--- config.mk ---
export PLATFORM = sky130hd
export DESIGN_NAME = input_wait_ctrl
export DESIGN_NICKNAME = d
export VERILOG_FILES = /design/src/rtl/input_wait_ctrl_pkg.sv /design/src/rtl/input_wait_ctrl_bus_sync.sv /design/src/rtl/input_wait_ctrl.sv
export SDC_FILE = /design/constraint.sdc
export NUM_CORES = 1
export LEC_CHECK = 0
export ABC_AREA = 1
export BUFFER_PORTS_ARGS = -buffer_cell sky130_fd_sc_hd__buf_2
export CAP_MARGIN = 10
export CORE_ASPECT_RATIO = 1.2
export CORE_UTILIZATION = 50
export CTS_CLUSTER_SIZE = 40
export DETAILED_ROUTE_END_ITERATION = 6
export PLACE_DENSITY = 0.72
export SETUP_SLACK_MARGIN = 0.5
export SLEW_MARGIN = 40
export SYNTH_ARGS = -nofsm -noshare
export SYNTH_HDL_FRONTEND = slang
export SYNTH_SLANG_ARGS = --single-unit
--- constraint.sdc ---
create_clock -name clock -period 3.1 [get_ports clock]
set_clock_uncertainty 0.1 [all_clocks]
set_input_delay 0 -clock clock [delete_from_list [all_inputs] [get_ports clock]]
set_output_delay 0 -clock clock [all_outputs]
set_load 0.02 [all_outputs]
--- src/rtl/input_wait_ctrl_pkg.sv ---
// Shared definitions for the INPUT-instruction wait controller and the CPU I/O decoder.
package input_wait_ctrl_pkg;

   // Width of the switch bank / INPUT data word, shared with the CPU I/O decoder
   localparam int DATA_W_DEF = 16;

   // Handshake FSM encoding
   typedef enum logic [1:0] {
      IDLE = 2'd0,
      WAIT = 2'd1,
      ACK  = 2'd2,
      HOLD = 2'd3
   } state_t;

   // Bits needed to count 0 .. n-1 (at least one bit so n = 1 still yields a register)
   function automatic int cnt_width(input int n);
      return (n > 1) ? $clog2(n) : 1;
   endfunction

endpackage

--- src/rtl/input_wait_ctrl_bus_sync.sv ---
// Two-flop synchroniser for a bus of independent, slowly changing asynchronous bits.
// Each bit is synchronised separately; the bus is not guaranteed coherent while it changes.
module bus_sync #(
   parameter int W = 1
) (
   input  logic         clock,
   input  logic         reset_n,
   input  logic [W-1:0] d,
   output logic [W-1:0] q
);

   logic [W-1:0] meta_q;
   logic [W-1:0] sync_q;

   // Two back-to-back stages: first may go metastable, second resolves it
   always_ff @(posedge clock or negedge reset_n) begin
      if (!reset_n) begin
         meta_q <= '0;
         sync_q <= '0;
      end else begin
         meta_q <= d;
         sync_q <= meta_q;
      end
   end

   assign q = sync_q;

endmodule

--- src/rtl/input_wait_ctrl.sv ---
// INPUT instruction handshake: stalls the CPU while it waits for a button press,
// blinks a wait LED, captures the synchronised switch bank on the press and
// acknowledges the CPU for one cycle. An optional timeout releases the CPU without data.
module input_wait_ctrl
   import input_wait_ctrl_pkg::*;
#(
   parameter int DATA_W      = DATA_W_DEF,
   parameter int BLINK_DIV   = 25000000,
   parameter int TIMEOUT_CYC = 0
) (
   input  logic              clock,
   input  logic              reset_n,
   input  logic              in_req,
   input  logic              btn_pulse,
   input  logic [DATA_W-1:0] switches,
   output logic [DATA_W-1:0] in_data,
   output logic              in_ack,
   output logic              timed_out,
   output logic              cpu_stall,
   output logic              wait_led
);

   // Blink counter runs 0 .. BLINK_DIV-1
   localparam int                 BLINK_W    = cnt_width(BLINK_DIV);
   localparam logic [BLINK_W-1:0] BLINK_LAST = BLINK_W'(BLINK_DIV - 1);
   localparam logic [BLINK_W-1:0] BLINK_ONE  = BLINK_W'(1);

   // Timeout counter gets one spare bit so it can saturate past the terminal count
   localparam int              TO_W    = $clog2(TIMEOUT_CYC) + 1;
   localparam logic [TO_W-1:0] TO_LAST = TO_W'(TIMEOUT_CYC - 1);
   localparam logic [TO_W-1:0] TO_MAX  = '1;
   localparam logic [TO_W-1:0] TO_ONE  = TO_W'(1);
   localparam logic            TO_EN   = (TIMEOUT_CYC != 0);

   logic [DATA_W-1:0]  sw_sync;

   state_t             state_q,     state_d;
   logic [DATA_W-1:0]  in_data_q,   in_data_d;
   logic               timed_out_q, timed_out_d;
   logic               wait_led_q,  wait_led_d;
   logic [BLINK_W-1:0] blink_cnt_q, blink_cnt_d;
   logic [TO_W-1:0]    to_cnt_q,    to_cnt_d;

   // Switches are asynchronous to clock; bring them in through two flops
   bus_sync #(
      .W (DATA_W)
   ) u_sw_sync (
      .clock   (clock),
      .reset_n (reset_n),
      .d       (switches),
      .q       (sw_sync)
   );

   // State, captured data and counters
   always_ff @(posedge clock or negedge reset_n) begin
      if (!reset_n) begin
         state_q     <= IDLE;
         in_data_q   <= '0;
         timed_out_q <= 1'b0;
         wait_led_q  <= 1'b0;
         blink_cnt_q <= '0;
         to_cnt_q    <= '0;
      end else begin
         state_q     <= state_d;
         in_data_q   <= in_data_d;
         timed_out_q <= timed_out_d;
         wait_led_q  <= wait_led_d;
         blink_cnt_q <= blink_cnt_d;
         to_cnt_q    <= to_cnt_d;
      end
   end

   // Next-state: request arms WAIT, press (or timeout) completes it, HOLD waits for the CPU to drop the request
   always_comb begin
      state_d     = state_q;
      in_data_d   = in_data_q;
      timed_out_d = timed_out_q;
      wait_led_d  = 1'b0;          // LED is dark in every state except WAIT
      blink_cnt_d = blink_cnt_q;
      to_cnt_d    = to_cnt_q;

      case (state_q)
         IDLE: begin
            // A press seen here is stale and is simply dropped
            if (in_req) begin
               state_d     = WAIT;
               blink_cnt_d = '0;
               to_cnt_d    = '0;
               wait_led_d  = 1'b1;
            end
         end

         WAIT: begin
            wait_led_d = wait_led_q;
            if (!in_req) begin
               // CPU flushed the INPUT instruction: abandon without acknowledging
               state_d    = IDLE;
               wait_led_d = 1'b0;
            end else if (btn_pulse) begin
               // A press beats a timeout landing on the same cycle
               in_data_d   = sw_sync;
               timed_out_d = 1'b0;
               state_d     = ACK;
               wait_led_d  = 1'b0;
            end else if (TO_EN && (to_cnt_q == TO_LAST)) begin
               timed_out_d = 1'b1;
               state_d     = ACK;
               wait_led_d  = 1'b0;
            end else begin
               if (TO_EN && (to_cnt_q != TO_MAX)) begin
                  to_cnt_d = to_cnt_q + TO_ONE;
               end
               if (blink_cnt_q == BLINK_LAST) begin
                  blink_cnt_d = '0;
                  wait_led_d  = ~wait_led_q;
               end else begin
                  blink_cnt_d = blink_cnt_q + BLINK_ONE;
               end
            end
         end

         ACK: begin
            state_d = HOLD;
         end

         HOLD: begin
            // Request still high here belongs to the instruction just served; wait for it to drop
            if (!in_req) begin
               state_d = IDLE;
            end
         end

         default: begin
            state_d = IDLE;
         end
      endcase
   end

   assign in_data   = in_data_q;
   assign in_ack    = (state_q == ACK);
   assign timed_out = timed_out_q;
   assign wait_led  = wait_led_q;
   // Stall drops in ACK so the CPU retires INPUT in the same cycle it sees in_ack
   assign cpu_stall = in_req & ((state_q == IDLE) | (state_q == WAIT));

endmodule

-- Yosys cells after proc, flatten, opt, wreduce, memory -nomap -nowiden
Cells that the tools add are included.
- bits of input ports: 20
- register bits: 76
- output and inout port bits: 20
- mux-type cells: 15
- reduce and logical (&&, ||, !) cells: 5
- equal/unequal tests: 10
- bitwise logic cells: 3
- add/subtract/negate cells: 1
- operators by type and width (cell ; count):
    25-bit 2-to-1 mux ; 4
    25-bit case mux with 2 select lines ; 1
    25-bit by 1-bit adder with 25-bit output, second input constant ; 1
    25-bit == test, second input constant ; 1
    2-bit 2-to-1 mux ; 4
    2-bit inequality test, second input constant ; 4
    2-bit case mux with 4 select lines ; 1
    3-bit AND reduction ; 2
    2-bit == test, second input constant ; 2
    1-bit 2-to-1 mux ; 4
    4-bit inequality test, second input constant ; 1
    4-bit AND reduction ; 1
    3-bit inequality test, second input constant ; 1
    2-bit by 1-bit == test with 1-bit output, second input constant ; 1
    2-bit zero test ; 1
    1-bit case mux with 2 select lines ; 1
    2-bit nonzero test ; 1
    1-bit AND ; 1
    1-bit inverter ; 1
    1-bit OR ; 1

-- Depth between registers and ports, before layout
- word-level depth: 5
- depth in mapped cells: 11

-- Cells and area by module
From an unflattened synthesis, not the netlist that was laid out.
- cells, all modules: 330
- area, all modules: 3230.6 um2
- by module, submodules not included (module ; area each (um2) ; times used ; seq. area each (um2) ; cells each):
    input_wait_ctrl ; 2429.8 ; 1 ; 1101.1 ; 298
    bus_sync ; 800.8 ; 1 ; 800.8 ; 32

-- Worst setup path after synthesis
No wires, ideal clock.
- path kind: flip-flop to flip-flop
- start point: register blink_cnt_q[0]
- end point: register blink_cnt_q[12]
- data required time: 2.880 ns
- arrival time: 1.316 ns
- path slack: 1.565 ns
- cell stages (with the launch flop): 12
- path buffers: 1
- library setup time: 0.120 ns
- path through: dfrtp_1 > ha_1 > nand2_2 > nor2_4 > nand2_1 > nor2_1 > nand2_1 > nand2_1 > nand2_2 > inv_2 > buf_6 > nor2_1
- word-level cells in the longest chain between the ends: 5
- elaborated cells between the ends (all ways): 6
- RTL lines (what ; line ; text):
    start: declaration ; input_wait_ctrl.sv:41 ; logic [BLINK_W-1:0] blink_cnt_q, blink_cnt_d;
    start signal: assignment ; input_wait_ctrl.sv:68 ; blink_cnt_q <= blink_cnt_d;
    25-bit by 1-bit adder with 25-bit output / 25-bit == test (equally long branches) ; input_wait_ctrl.sv:117, input_wait_ctrl.sv:113 ;
    25-bit 2-to-1 mux (*) ; input_wait_ctrl.sv:113 ; if (blink_cnt_q == BLINK_LAST) begin
    25-bit 2-to-1 mux (*) ; input_wait_ctrl.sv:99 ; end else if (btn_pulse) begin
    25-bit 2-to-1 mux (*) ; input_wait_ctrl.sv:95 ; if (!in_req) begin
    25-bit case mux with 2 select lines (*) ; input_wait_ctrl.sv:82 ; case (state_q)
Every way passes the cells marked *; elsewhere a longest branch is shown, timed or not. The select of a mux whose other input is x is not followed.
A chain may end at the register's enable or synchronous reset.

-- Worst setup path after layout
- start point: register blink_cnt_q[0]
- end point: register blink_cnt_q[22]
Same word-level chain as after synthesis.

==> impl_metrics.py <==
metrics = {
    "outcome": {
        "status": "finished clean",
    },
    "clock_network": {
        "cts_resized": 0,
        "cts_tree": "done",
        "path_clk_slew_ns": 0.08,
        "cts_buffers": 9,
        "clock_latency_ns": 0.34,
        "cts_setup_buffers": 0,
        "hold_buffers": 20,
        "root_buffer": "clkbuf_8",
        "cts_max_level": 3,
        "cts_buffer_depth": 2,
        "cts_sinks": 76,
    },
    "die": {
        "ios": 40,
        "die_h_um": 89.0,
        "die_area_um2": 6630,
        "rows": 31,
        "fp.dieW_um": 74.5,
        "start_util_pct": 52.1,
        "coreArea_um2": 6050,
    },
    "sta": {
        "hold_viol": 0,
        "tightestPinTransition_ns": 0.667,
        "drv_slew": 0,
        "period_share_pct": 59.3,
        "holdWs_ns": 0.122,
        "period_minus_slack_ns": 1.84,
        "rsz0062_at_grt": "no",
        "setup_viol": 0,
        "max_slew_margin_pct": 55.6,
        "fin_tns_setup_ns": 0,
        "setup_slack_ns": 1.26,
        "max_clock_freq_mhz": 544,
    },
    "place": {
        "dp.cells": 424,
        "post_dp_cell_area_um2": 3400,
        "dp_slack_ns": 1.25,
        "portBuffers": 38,
        "hpwl_mm": 3.55,
        "gp_congestion": 0.867,
    },
    "setup_path": {
        "required_ns": 3.22,
        "r2r-start": "blink_cnt_q[0]",
        "worst-r2r-cell-count": 10,
        "cpPeakStageDelay_ns": 0.41,
        "crit_path_cell_trace": "ha_1 -> nand2_2 -> nor2_4 -> nand2_1 -> nor2_1 -> nand2_1 -> nand2_1 -> nand2_2 -> inv_2 -> nor2_1",
        "worst_setup_path_end_kind": "flop",
        "rrSetupSlack_ns": 1.26,
        "crit_path_start_kind": "flop",
        "rr_endpoint": "blink_cnt_q[22]",
        "crit_type": "reg -> reg",
        "worstPathArrival_ns": 1.96,
        "cpMostUsedCell": "nand2_1",
        "worstPathMaxFanout": 20,
        "crit_slowest_cell": "dfrtp_1",
    },
    "yosys": {
        "ys_ff_latch": 76,
        "avgSynthCellArea_um2": 10.2,
        "synthArstFlopShare_pct": 100,
        "synthCells": 309,
        "yosysWarningCount": 0,
        "yosysUniqueCellTypes": 28,
        "ys_seq_area_share_pct": 60.3,
        "synth_fp_nets": 330,
        "syn_area_um2": 3150,
        "synth-edff-count": 0,
        "ys.flop_type": "dfrtp_1",
    },
    "layout": {
        "syn_to_final_growth_pct": 22.4,
        "final_layout_size_suffix_gt1_share_pct": 24.9,
        "fin_area_um2": 3860,
        "final_cells": 460,
        "diodes": 0,
        "finalNetCount": 394,
        "final_util_pct": 63.8,
    },
    "grt": {
        "grt_max_degree": 77,
        "grt_antenna_before_repair": 0,
        "grt_usage_pct": 20.1,
        "grt_pass1_vias": 2159,
        "grt_pass1_wl_mm": 9.72,
        "grt_overflow_total": 0,
    },
    "detailed_routing": {
        "drc_errors": 0,
        "routedWlPerCell_um": 12.7,
        "drtIter0Drc": 107,
        "vias": 2215,
        "first_pass_iters": 4,
        "ant_nets": 0,
        "viasPerCell": 4.82,
        "wl_mm": 5.84,
    },
    "power": {
        "irDropWorstVdd_uv": 579,
        "power.density_nw_per_um2": 729,
        "power.total_mw": 2.81,
        "power_leakage_nw": 1.84,
    },
    "min_path": {
        "hp-class": "in -> async",
    },
    "run": {
        "cap_violations": 0,
    },
}
Yosys cell counts, types with 3 or more instances:
library cell	instances	area share (%)
nor2_1	47	5.6
nor2_2	8	1.6
mux2_2	16	5.7
xor2_1	7	1.9
nor2_4	3	1.1
o21ai_0	3	0.48
buf_6	4	1.4
xnor2_1	3	0.83
inv_1	27	3.2
inv_2	4	0.48
dfrtp_1	76	60
nand2_2	4	0.79
nand2_1	59	7.0
nand4_1	8	1.6
nand3_1	24	3.8
worst max path at each step:
stage                   start              end  cells after the start
6_report       blink_cnt_q[0]  blink_cnt_q[22]                     10
5_1_grt        blink_cnt_q[0]  blink_cnt_q[20]                     10
4_1_cts        blink_cnt_q[0]  blink_cnt_q[16]                     10
3_3_place_gp   blink_cnt_q[0]  blink_cnt_q[21]                     10
3_5_place_dp   blink_cnt_q[0]  blink_cnt_q[20]                     10
2_1_floorplan  blink_cnt_q[0]  blink_cnt_q[12]                     11
state kept, by name, indices dropped and copies added, names as in the netlist, named ones only:
signal,count
blink_cnt_q,25
in_data,16
u_sw_sync.meta_q,16
u_sw_sync.q,16
state_q,1
wait_led,1
logic make-up after synthesis:
logic type,synth area share (%)
flip-flops,60.3
AO/OA/AOI/OAI,1.43
buffers and inverters,5.59
XOR/XNOR,2.78
other,0.119
multiplexers,5.71
AND/OR/NAND/NOR,23.7
adder cells (fa/ha/maj),0.397
cell usage in the layout, fill, tap and decap left out, types with 2 or more instances in the layout:
cell / count
nand2_1: 59
xor2_1: 7
buf_2: 37
nor2_2: 8
nor3_1: 2
nand4_1: 8
o21ai_0: 3
nor2_4: 3
nand2_4: 2
dfrtp_1: 76
bufinv_16: 3
dlygate4sd3_1: 20
mux2_2: 16
inv_2: 4
clkbuf_8: 11
nand3_1: 24
inv_1: 27
nand2_2: 4
clkinv_4: 2
xnor2_1: 3
nor2_1: 47
routing by layer:
layer,global-route usage (%),part of all wire (%)
met3,6.31,4.7
met2,33.2,50
met1,24.5,44
met4,8.23,1.3
met5,0,0
cell type report:
class                      instances  area, um^2
fill                             499        2190
sequential                        76        1900
multi-input combinational        196        1080
timing repair buffer              59         404
clock buffer                      11         151
inverter                          31         116
clock inverter                     5         108
tap                               82         103
where the power goes:
group          internal (mW)  switching (mW)
logic                  0.243           0.383
clock network          0.581           0.358
registers               1.15          0.0994
total                   1.97           0.841
critical path, delay by kind of cell, from the launching register on:
kind	cells	cell delay [ns]
and+or+nand+nor	8	0.70
DFF	1	0.41
buffers and inverters	1	0.29
adders and majority gates	1	0.20
Note: power is estimated with default switching activity, not from simulation.
